File: src/rtl/xbar_bridge_pkg.sv
// rtl/xbar_bridge_pkg.sv - shared response record and widths for the bridge response path
package xbar_bridge_pkg;

    localparam int RESP_DATA_W = 32;
    localparam int RESP_AUX_W  = 8;
    localparam int RESP_TAG_W  = RESP_DATA_W / 8;

    typedef struct packed {
        logic [RESP_DATA_W-1:0] rdata;
        logic [RESP_TAG_W-1:0]  rtag;
        logic                   opc;
        logic [RESP_AUX_W-1:0]  aux;
    } resp_t;

endpackage

File: src/rtl/resp_fifo_bridge.sv
// rtl/resp_fifo_bridge.sv - DEPTH x resp_t FIFO with a registered head entry
module resp_fifo_bridge
    import xbar_bridge_pkg::*;
#(
    parameter int DEPTH = 4
) (
    input  logic  clk,
    input  logic  rst,
    input  logic  push,
    input  resp_t din,
    input  logic  pop,
    output logic  full,
    output logic  head_valid,
    output resp_t head
);

    localparam int AW = $clog2(DEPTH);
    localparam int PW = AW + 1;

    resp_t          mem [DEPTH];
    logic  [PW-1:0] wr_ptr, rd_ptr;
    logic  [PW-1:0] wr_ptr_n, rd_ptr_n;
    resp_t          head_q, head_n;
    logic           valid_q;

    assign full       = (wr_ptr[AW] != rd_ptr[AW]) && (wr_ptr[AW-1:0] == rd_ptr[AW-1:0]);
    assign wr_ptr_n   = wr_ptr + PW'(push);
    assign rd_ptr_n   = rd_ptr + PW'(pop);
    assign head_valid = valid_q;
    assign head       = head_q;

    // The next head is either the entry being written this cycle (it lands in the
    // slot the read pointer moves onto) or an entry already resident in storage.
    always_comb begin
        head_n = head_q;
        if (wr_ptr_n != rd_ptr_n) begin
            if (push && (wr_ptr[AW-1:0] == rd_ptr_n[AW-1:0])) begin
                head_n = din;
            end else begin
                head_n = mem[rd_ptr_n[AW-1:0]];
            end
        end
    end

    always_ff @(posedge clk or posedge rst) begin
        if (rst) begin
            wr_ptr  <= '0;
            rd_ptr  <= '0;
            head_q  <= '0;
            valid_q <= 1'b0;
        end else begin
            wr_ptr  <= wr_ptr_n;
            rd_ptr  <= rd_ptr_n;
            head_q  <= head_n;
            valid_q <= (wr_ptr_n != rd_ptr_n);
        end
    end

    always_ff @(posedge clk) begin
        if (push) begin
            mem[wr_ptr[AW-1:0]] <= din;
        end
    end

endmodule

File: src/rtl/resp_buffer_bridge.sv
// rtl/resp_buffer_bridge.sv - per-initiator response buffer with outstanding-credit request gating
module resp_buffer_bridge
    import xbar_bridge_pkg::*;
#(
    parameter int DATA_WIDTH = RESP_DATA_W,
    parameter int AUX_WIDTH  = RESP_AUX_W,
    parameter int TAG_WIDTH  = DATA_WIDTH / 8,
    parameter int DEPTH      = 4
) (
    input  logic                       clk,
    input  logic                       rst,
    input  logic                       data_req_i,
    output logic                       data_gnt_o,
    output logic                       data_req_o,
    input  logic                       data_gnt_i,
    input  logic                       data_r_valid_i,
    input  logic [DATA_WIDTH-1:0]      data_r_rdata_i,
    input  logic [TAG_WIDTH-1:0]       data_r_rtag_i,
    input  logic                       data_r_opc_i,
    input  logic [AUX_WIDTH-1:0]       data_r_aux_i,
    output logic                       data_r_valid_o,
    input  logic                       data_r_ready_i,
    output logic [DATA_WIDTH-1:0]      data_r_rdata_o,
    output logic [TAG_WIDTH-1:0]       data_r_rtag_o,
    output logic                       data_r_opc_o,
    output logic [AUX_WIDTH-1:0]       data_r_aux_o,
    output logic [$clog2(DEPTH):0]     outstanding_o,
    output logic                       overflow_o
);

    localparam int OW = $clog2(DEPTH) + 1;
    localparam logic [OW-1:0] DEPTH_C = OW'(DEPTH);

    logic [OW-1:0] outstanding_q;
    logic          overflow_q;
    logic          credit_ok;
    logic          issue, pop, push;
    logic          fifo_full;
    logic          head_valid;
    resp_t         din, head;

    // Credit is derived from registered state only, so gnt_i never reaches req_o.
    assign credit_ok  = (outstanding_q < DEPTH_C);
    assign data_req_o = data_req_i & credit_ok;
    assign data_gnt_o = data_gnt_i & credit_ok;

    assign issue = data_req_o & data_gnt_i;
    assign pop   = head_valid & data_r_ready_i;
    assign push  = data_r_valid_i & (~fifo_full | pop);

    assign din.rdata = data_r_rdata_i;
    assign din.rtag  = data_r_rtag_i;
    assign din.opc   = data_r_opc_i;
    assign din.aux   = data_r_aux_i;

    resp_fifo_bridge #(
        .DEPTH (DEPTH)
    ) u_fifo (
        .clk        (clk),
        .rst        (rst),
        .push       (push),
        .din        (din),
        .pop        (pop),
        .full       (fifo_full),
        .head_valid (head_valid),
        .head       (head)
    );

    always_ff @(posedge clk or posedge rst) begin
        if (rst) begin
            outstanding_q <= '0;
            overflow_q    <= 1'b0;
        end else begin
            case ({issue, pop})
                2'b10:   outstanding_q <= outstanding_q + 1'b1;
                2'b01:   if (outstanding_q != '0) outstanding_q <= outstanding_q - 1'b1;
                default: outstanding_q <= outstanding_q;
            endcase
            if (data_r_valid_i && fifo_full && !pop) begin
                overflow_q <= 1'b1;
            end
        end
    end

    assign data_r_valid_o = head_valid;
    assign data_r_rdata_o = head.rdata;
    assign data_r_rtag_o  = head.rtag;
    assign data_r_opc_o   = head.opc;
    assign data_r_aux_o   = head.aux;
    assign outstanding_o  = outstanding_q;
    assign overflow_o     = overflow_q;

endmodule

File: config.mk
export PLATFORM = sky130hd
export DESIGN_NAME = resp_buffer_bridge
export DESIGN_NICKNAME = d
export VERILOG_FILES = /design/src/rtl/xbar_bridge_pkg.sv /design/src/rtl/resp_fifo_bridge.sv /design/src/rtl/resp_buffer_bridge.sv
export SDC_FILE = /design/constraint.sdc
export NUM_CORES = 1
export LEC_CHECK = 0
export CAP_MARGIN = 20
export CELL_PAD_IN_SITES_DETAIL_PLACEMENT = 0
export CELL_PAD_IN_SITES_GLOBAL_PLACEMENT = 1
export CORE_ASPECT_RATIO = 1.25
export CORE_MARGIN = 5
export CORE_UTILIZATION = 43
export CTS_CLUSTER_DIAMETER = 40
export DETAILED_ROUTE_END_ITERATION = 10
export PLACE_DENSITY = 0.72
export SLEW_MARGIN = 20
export SYNTH_ARGS = -nofsm -noshare
export SYNTH_HDL_FRONTEND = slang
export SYNTH_SLANG_ARGS = --single-unit
File: constraint.sdc
create_clock -name clk -period 4.5 [get_ports clk]
set_clock_uncertainty 0.05 [all_clocks]
set_input_delay 0.9 -clock clk [delete_from_list [all_inputs] [get_ports clk]]
set_output_delay 0.9 -clock clk [all_outputs]
set_load 0.01 [all_outputs]
=== After elaboration in Yosys (flattened, before gate mapping) ===
Memory sizes are Yosys's and may differ from the RTL's. A register that Yosys moved wholly into a read port is not among the register bits.
Index checks and enable logic that the tools add are counted.

* Add/subtract/negate cells: 4
* Order comparisons: 1
* Equal/unequal tests: 6
* Muxes and demuxes: 4
* Bitwise operators: 7
* Reduce and logical (&&, ||, !) cells: 7

{| class="wikitable"
|+ Operator list
! operator !! count
|-
| 3-bit by 1-bit adder with 3-bit output || 2
|-
| 3-bit case mux with 2 select lines || 1
|-
| 1-bit bitwise AND || 5
|-
| 3-bit by 1-bit adder with 3-bit output, second input constant || 1
|-
| 1-bit logical AND || 3
|-
| 3-bit < comparator, second input constant || 1
|-
| 3-bit two-way mux || 1
|-
| 3-bit inequality test || 1
|-
| 3-bit nonzero test || 1
|-
| 3-bit by 1-bit subtractor with 3-bit output, second input constant || 1
|-
| 2-bit by 1-bit equality test with 1-bit output, second input constant || 1
|-
| 2-bit equality test || 1
|-
| 2-bit equality test, second input constant || 1
|-
| 1-bit two-way mux || 2
|-
| 2-bit inequality test, second input constant || 1
|-
| 2-bit AND reduction || 1
|-
| 2-bit nonzero test || 1
|-
| 1-bit logical NOT || 1
|-
| 1-bit inequality test || 1
|-
| 1-bit NOT || 1
|-
| 1-bit OR || 1
|}

* Register bits after elaboration: 11
* Bits in writable memories: 180
* Input port bits: 51
* Output and inout bits: 52
* Logic and storage cells: 35
* Memories: 1

{| class="wikitable"
|+ Memory list
! memory !! words !! bits a word !! rd ports !! clocked after Yosys merged registers in !! wr ports !! RTL line !! source
|-
| u_fifo.mem || 4 || 45 || 1 || 1 || 1 || resp_fifo_bridge.sv:20 || <nowiki>resp_t mem [DEPTH];</nowiki>
|}

=== Longest topological paths before layout ===
Gate-level depths: netlist of the first run.

* Depth after elaboration: 7
* Gate-level depth with buffers: 13
* Mapped depth without buffers: 10

=== Modules after synthesis ===
A second synthesis of the first run with hierarchy kept.

* Cells, all modules: 442
* Area, all modules: 9541.7 um^2

{| class="wikitable"
|+ By module, submodules not included
! module !! times used !! cells an instance !! area each (um^2) !! seq. area each (um^2)
|-
| resp_fifo_bridge || 1 || 410 || 9258.9 || 6706.4
|-
| resp_buffer_bridge || 1 || 32 || 282.8 || 100.1
|}

=== Worst setup path after synthesis of the first run ===
OpenSTA, ideal clock, no wires.

* Path type: input to register
* Start point: input data_r_ready_i
* End point: memory u_fifo.mem[2][0] (netlist name), enable pin
* Setup time: 513 ps
* Arrival time: 4801 ps
* Data required time: 3937 ps
* Slack: -864 ps
* Cell stages on the path: 5
* Path buffers: 1
* Cells stage by stage: nand2_1 > inv_1 > o41ai_2 > clkbuf_1 > nor3b_1

* Cells in the longest elaborated chain, start to end: 5

{| class="wikitable"
|+ Ends and longest elaborated chain
! element !! RTL line !! source
|-
| start: declaration || resp_buffer_bridge.sv:22 || <nowiki>input logic data_r_ready_i,</nowiki>
|-
| 1-bit bitwise AND || resp_buffer_bridge.sv:48 || <nowiki>assign pop = head_valid & data_r_ready_i;</nowiki>
|-
| 1-bit OR || resp_buffer_bridge.sv:49 || <nowiki>assign push = data_r_valid_i & (~fifo_full | pop);</nowiki>
|-
| 1-bit bitwise AND || resp_buffer_bridge.sv:49 ||
|-
| 1-bit two-way mux || resp_fifo_bridge.sv:60 || <nowiki>if (push) begin</nowiki>
|-
| 1-bit two-way mux (not written as such) || resp_fifo_bridge.sv:61 || <nowiki>mem[wr_ptr[AW-1:0]] <= din;</nowiki>
|-
| end: declaration || resp_fifo_bridge.sv:20 ||
|}

No other way between the ends.

=== Worst setup path after layout of the first run ===
* Start point: input data_r_ready_i
* End point: register, netlist name u_fifo.head[21]

* Cells in the longest elaborated chain, start to end: 5

{| class="wikitable"
|+ Ends and longest elaborated chain
! element !! RTL line !! source
|-
| 1-bit bitwise AND || resp_buffer_bridge.sv:48 ||
|-
| 1-bit OR || resp_buffer_bridge.sv:49 ||
|-
| 1-bit bitwise AND || resp_buffer_bridge.sv:49 ||
|-
| 3-bit by 1-bit adder with 3-bit output || resp_fifo_bridge.sv:27 || <nowiki>assign wr_ptr_n = wr_ptr + PW'(push);</nowiki>
|-
| via u_fifo.wr_ptr_n[2] || resp_fifo_bridge.sv:22 || <nowiki>logic [PW-1:0] wr_ptr_n, rd_ptr_n;</nowiki>
|-
| 3-bit inequality test || resp_fifo_bridge.sv:36 || <nowiki>if (wr_ptr_n != rd_ptr_n) begin</nowiki>
|}

The timed path passes the listed nets, and every way through them passes these cells.
A chain may end at the register's enable or synchronous reset.

==> impl_metrics.env, run 1 <==
export IMPL_status="finished clean"
export IMPL_vias=5555
export IMPL_synth_top_area_cell="edfxtp_1"
export IMPL_rrSetupSlack_ns=1.39
export IMPL_cts_root_buf="clkbuf_16"
export IMPL_grt_pass1_wl_mm=35.6
export IMPL_dp_cells=917
export IMPL_layout_common_cells="edfxtp_1, clkdlybuf4s50_1, dfrtp_1"
export IMPL_coreArea_um2=21500
export IMPL_area_growth_pct=24.7
export IMPL_grt_pass1_vias=6121
export IMPL_io_buffer_count=102
export IMPL_hold_path_class="reg2reg"
export IMPL_grt_overflow=0
export IMPL_p_leak_nw=3.90
export IMPL_ys_seq_area_frac=0.727
export IMPL_crit_fanout=45
export IMPL_slew_violations=0
export IMPL_worstPathRequired_ns=4.90
export IMPL_rows=60
export IMPL_hold_violations=0
export IMPL_clockBufferDepth=3
export IMPL_grt_usage=0.185
export IMPL_critical_path_arrival_ns=3.82
export IMPL_drc=0
export IMPL_crit_type="in2reg"
export IMPL_synth_area_leaders="edfxtp_1, dfrtp_1, mux4_2"
export IMPL_peakVddDrop_mv=0.954
export IMPL_fin_crit_sh=0.760
export IMPL_layout_drive_gt1_share=0.180
export IMPL_cts_tree="built"
export IMPL_relSlewSlack=0.392
export IMPL_clock_latency_ns=0.52
export IMPL_die_h_um=175
export IMPL_final_common_cell="edfxtp_1"
export IMPL_place_hpwl_mm=12.6
export IMPL_drt_first_pass_iters=5
export IMPL_io_pins=103
export IMPL_pre_cts_ws_ns=0.215
export IMPL_fillCellCount=1735
export IMPL_grt_max_degree=48
export IMPL_stdcell_count=966
export IMPL_htreeDepth=1
export IMPL_syn_inst=558
export IMPL_synth_cell_types=34
export IMPL_syn_num_nets=614
export IMPL_dieArea_um2=24900
export IMPL_final_nets=723
export IMPL_ctsResizeCount=0
export IMPL_max_freq_mhz=292
export IMPL_initial_core_util=0.436
export IMPL_ys_warn_count=0
export IMPL_fin_setup_tns_ns=0
export IMPL_cp_start_kind="input pin"
export IMPL_worstSetupStartpoint="data_r_ready_i"
export IMPL_setup_ws_ns=1.08
export IMPL_clk_pin_slew_ns=0.06
export IMPL_post_cts_buffers=0
export IMPL_reg2regPathDepth=10
export IMPL_cp_end_kind="flip-flop"
export IMPL_rsz0062_at_grt="false"
export IMPL_timing_rr_start="u_fifo.wr_ptr[0]"
export IMPL_ys_seq_elements=236
export IMPL_wl_per_cell_um=23.3
export IMPL_synth_top_area_frac=0.577
export IMPL_drv_cap=0
export IMPL_finalWirelength_mm=22.5
export IMPL_grt_antenna_before_repair=0
export IMPL_clock_sinks=236
export IMPL_netlist_area_um2=9370
export IMPL_holdBufCountCts=0
export IMPL_synth_edf_count=180
export IMPL_finalSetupViolations=0
export IMPL_synth_ff_type="edfxtp_1"
export IMPL_final_area_um2=11700
export IMPL_dpl_instance_area_um2=10800
export IMPL_cts_buffers=27
export IMPL_drt_initial_drc_count=419
export IMPL_endpoint="u_fifo.head[21]"
export IMPL_syn_area_per_cell_um2=16.8
export IMPL_drtAntennaViolNets=0
export IMPL_gp_congestion=0.726
export IMPL_layout_min_cycle_time_ns=3.42
export IMPL_vias_per_cell=5.75
export IMPL_worst_pin_slew_ns=0.910
export IMPL_p_per_area_nw_per_um2=857
export IMPL_reg2reg_to="u_fifo.head[21]"
export IMPL_synthArstFlopShare=0.237
export IMPL_min_path_cells=1
export IMPL_fp_dieW_um=142
export IMPL_n_antenna_cell=0
## sequential cells by signal, summed over array words and instances, names as in the netlist
register,count
u_fifo.mem,180
overflow_o,1
u_fifo.rd_ptr,3
u_fifo.head,45
outstanding_o,3
u_fifo.head_valid,1
u_fifo.wr_ptr,3
## worst min-delay path by stage
| stage | from | end | slack (ns) |
|---|---|---|---|
| after floorplan | overflow_o | overflow_o | 0.44 |
| after global placement | overflow_o | overflow_o | 0.40 |
| after detailed placement | overflow_o | overflow_o | 0.40 |
| after CTS | overflow_o | overflow_o | 0.41 |
| after global routing | overflow_o | overflow_o | 0.44 |
| final | overflow_o | overflow_o | 0.42 |
## cells in the mapped netlist (all sizes together), types with 2 or more instances
| cell type | instances |
|---|---|
| edfxtp | 180 |
| dfrtp | 56 |
| o21ai | 49 |
| nand3 | 46 |
| nor3 | 46 |
| a31oi | 45 |
| mux4 | 45 |
| buf | 21 |
| clkbuf | 21 |
| nand2 | 9 |
| inv | 7 |
| xnor2 | 5 |
| xor2 | 5 |
| ha | 4 |
| and2 | 2 |
| nor2 | 2 |
| nor2b | 2 |
## metrics by stage
step           power, mW  hold WS [ns]  utilization
2_1_floorplan       6.23         0.443            -
5_1_grt             10.6         0.436        0.544
4_1_cts             10.1         0.414        0.544
3_5_place_dp        7.97         0.397        0.503
6_report            10.0         0.416        0.544
3_3_place_gp        7.83         0.400        0.503
## area by class of cell
class                   count  area, um^2  area share
inverters                   7        26.3     0.00225
well taps                 279         349      0.0299
clock inverters            14         155      0.0133
repair buffers            122        1200       0.102
flip-flops and latches    236        6810       0.583
multi-input cells         273        2410       0.207
clock buffers              35         736      0.0630
## critical path, stage by stage
cell	delay, ns
clkdlybuf4s50_1	0.40
nand2_1	0.17
inv_1	0.19
o41ai_4	0.35
inv_2	0.07
ha_1	0.19
ha_1	0.20
xor2_2	0.29
xor2_4	0.18
buf_4	0.56
nor3_1	0.13
a31oi_1	0.17
## cell families after synthesis
logic type,Yosys count,synth area share
AOI/OAI and AO/OA,101,0.0628
xor gates and xnor gates,10,0.0110
adders and majority gates,5,0.00748
buffers and inverters,49,0.0239
DFF,236,0.727
muxes,45,0.108
and+or+nand+nor,112,0.0600
## power breakdown
part / internal, mW / switching (mW)
clock network: 1.28 / 0.858
registers: 3.06 / 0.292
logic: 1.83 / 2.69
total: 6.17 / 3.84
## layer usage
metal / global-route usage / part of all wire / vias up
li1: - / - / 2452
met1: 0.236 / 0.40 / 2905
met2: 0.331 / 0.53 / 173
met3: 0.0263 / 0.053 / 25
met4: 0.0468 / 0.016 / 0
met5: 0 / 0 / -
Power figures use the tool's default switching activity.
==> inputs of run 2 (changes only) <==
--- a/config.mk
+++ b/config.mk
@@ -10,10 +10,10 @@
 export CELL_PAD_IN_SITES_GLOBAL_PLACEMENT = 1
 export CORE_ASPECT_RATIO = 1.25
 export CORE_MARGIN = 5
-export CORE_UTILIZATION = 43
+export CORE_UTILIZATION = 48
 export CTS_CLUSTER_DIAMETER = 40
 export DETAILED_ROUTE_END_ITERATION = 10
-export PLACE_DENSITY = 0.72
+export PLACE_DENSITY = 0.76
 export SLEW_MARGIN = 20
 export SYNTH_ARGS = -nofsm -noshare
 export SYNTH_HDL_FRONTEND = slang
==> constraint.sdc (replaced) <==
create_clock -name clk -period 3.45 [get_ports clk]
set_clock_uncertainty 0.05 [all_clocks]
set_input_delay 0.69 -clock clk [delete_from_list [all_inputs] [get_ports clk]]
set_output_delay 0.69 -clock clk [all_outputs]
set_load 0.01 [all_outputs]
==> run 2 against run 1 <==
- setup slack worse by 0.63 ns
- sequential power is 31% higher
- clock power is 19% higher
- global-route usage is 1.3 points higher
- sequential share of layout area is 0.22 points lower
==> impl_metrics.env, run 2 (same netlist as run 1, synthesis figures left out) <==
export IMPL_dieArea_um2=22400
export IMPL_grt_pass1_vias=6006
export IMPL_multi_input_area_um2=2410
export IMPL_layout_min_cycle_time_ns=3.00
export IMPL_busiest_layer="met2"
export IMPL_n_antenna_cell=0
export IMPL_hold_violations=0
export IMPL_holdBufCountCts=0
export IMPL_drtAntennaViolNets=0
export IMPL_critPathTopFamily="XOR/XNOR gates"
export IMPL_status="finished clean"
export IMPL_p_leak_nw=3.94
export IMPL_cpMostUsedCell="ha_1"
export IMPL_p_switching_mw=4.91
export IMPL_area_growth_pct=25.2
export IMPL_use_met1=0.266
export IMPL_worst_pin_slew_ns=0.956
export IMPL_grt_antenna_before_repair=0
export IMPL_grt_usage=0.198
export IMPL_final_nets=730
export IMPL_vias_per_cell=5.73
export IMPL_cts_buffers=24
export IMPL_coreArea_um2=19300
export IMPL_crit_fanout=32
export IMPL_post_route_util=0.607
export IMPL_grt_overflow=0
export IMPL_place_hpwl_mm=13.1
export IMPL_ctsResizeCount=0
export IMPL_internal_power_mw=8.20
export IMPL_htreeDepth=1
export IMPL_regArea_um2=6810
export IMPL_gp_congestion=0.745
export IMPL_grtUsageMet2=0.341
export IMPL_initial_core_util=0.485
export IMPL_fin_setup_tns_ns=0
export IMPL_fin_crit_sh=0.871
export IMPL_layout_common_cells="edfxtp_1, clkdlybuf4s50_1, dfrtp_1"
export IMPL_finalSetupViolations=0
export IMPL_swShare=0.374
export IMPL_grtUsageMet3=0.0309
export IMPL_slew_violations=0
export IMPL_rsz0062_at_grt="false"
export IMPL_cp_end_kind="flip-flop"
export IMPL_cp_slowest_cell="dfrtp_1"
export IMPL_peakVddDrop_mv=0.826
export IMPL_drv_cap=0
export IMPL_cts_tree="built"
export IMPL_cts_root_buf="clkbuf_16"
export IMPL_finalWirelength_mm=21.9
export IMPL_rows=57
export IMPL_max_freq_mhz=333
export IMPL_die_h_um=166
export IMPL_clk_pin_slew_ns=0.06
export IMPL_grt_max_degree=57
export IMPL_hold_path_class="reg2reg"
export IMPL_p_per_area_nw_per_um2=1120
export IMPL_power_frac_clock=0.194
export IMPL_setup_ws_ns=0.447
export IMPL_wl_per_cell_um=23.0
export IMPL_worstPathRequired_ns=3.81
export IMPL_critical_path_arrival_ns=3.37
export IMPL_combPwrFrac=0.471
export IMPL_drc=0
export IMPL_drt_initial_drc_count=453
export IMPL_fillCellCount=1451
export IMPL_clock_latency_ns=0.51
export IMPL_cp_start_kind="flip-flop"
export IMPL_crit_path_max_incr_delay_ns=0.60
export IMPL_vias=5471
export IMPL_post_cts_buffers=0
export IMPL_grt_pass1_wl_mm=34.7
export IMPL_clock_sinks=236
export IMPL_rrSetupSlack_ns=0.45
export IMPL_crit_type="reg2reg"
export IMPL_largest_reg_flops=180
export IMPL_relSlewSlack=0.360
export IMPL_final_common_cell="edfxtp_1"
export IMPL_seqPwrFrac=0.335
export IMPL_io_buffer_count=102
export IMPL_cp_num_buf_inv=2
export IMPL_io_pins=103
export IMPL_clockBufferDepth=3
export IMPL_layout_drive_gt1_share=0.177
export IMPL_critical_path_cell_chain="xor2_1, o41ai_4, inv_2, ha_1, ha_1, xor2_2, xor2_4, buf_4, nor3_1, a31oi_1"
export IMPL_fp_dieW_um=135
export IMPL_pre_cts_ws_ns=0.104
export IMPL_drt_first_pass_iters=5
run 2: cell types whose count changed in the layout (fill, tap and decap cells not counted), sizes merged:
cell / delta
inv: -2
clkinv: -1
clkinvlp: -4
buf: +10
run 2: cell type report:
cell class | count | share of cell area
sequential | 236 | 0.580
multi-input combinational | 273 | 0.206
timing repair buffer | 132 | 0.117
clock buffer | 35 | 0.0592
tap | 265 | 0.0283
clock inverter | 7 | 0.00736
inverter | 7 | 0.00224
run 2: final timing paths:
path                                   from         endpoint  cells after the start
setup reg to reg           u_fifo.wr_ptr[0]  u_fifo.head[13]                     10
setup / recovery           u_fifo.wr_ptr[0]  u_fifo.head[13]                     10
hold reg to reg                  overflow_o       overflow_o                      1
max in group asynchronous               rst  u_fifo.head[14]                      3
min in group asynchronous               rst  u_fifo.head[29]                      3
hold / removal                   overflow_o       overflow_o                      1
run 2: routing by layer:
layer  vias to the layer above  part of all wire
met4                         0             0.013
met1                      2814              0.39
met5                         -                 0
met3                        22             0.065
met2                       180              0.53
li1                       2455                 -
run 2: metrics by stage:
stage               hold WS (ns)  total power [mW]  cells  area [um^2]
floorplan                  0.443              8.13    558         9390
global placement           0.402              10.5    913        10900
detailed placement         0.411              10.7    913        10900
CTS                        0.427              13.2    955        11700
global route               0.430              13.9    955        11700
finish                     0.418              13.1    955        11700
run 2: power groups by stage:
stage	Sequential (mW)	Clock, mW	Combinational [mW]
floorplan	4.46	0	3.67
global placement	4.40	0	6.09
detailed placement	4.45	0	6.21
CTS	4.40	2.58	6.25
global route	4.46	2.73	6.71
finish	4.39	2.55	6.17
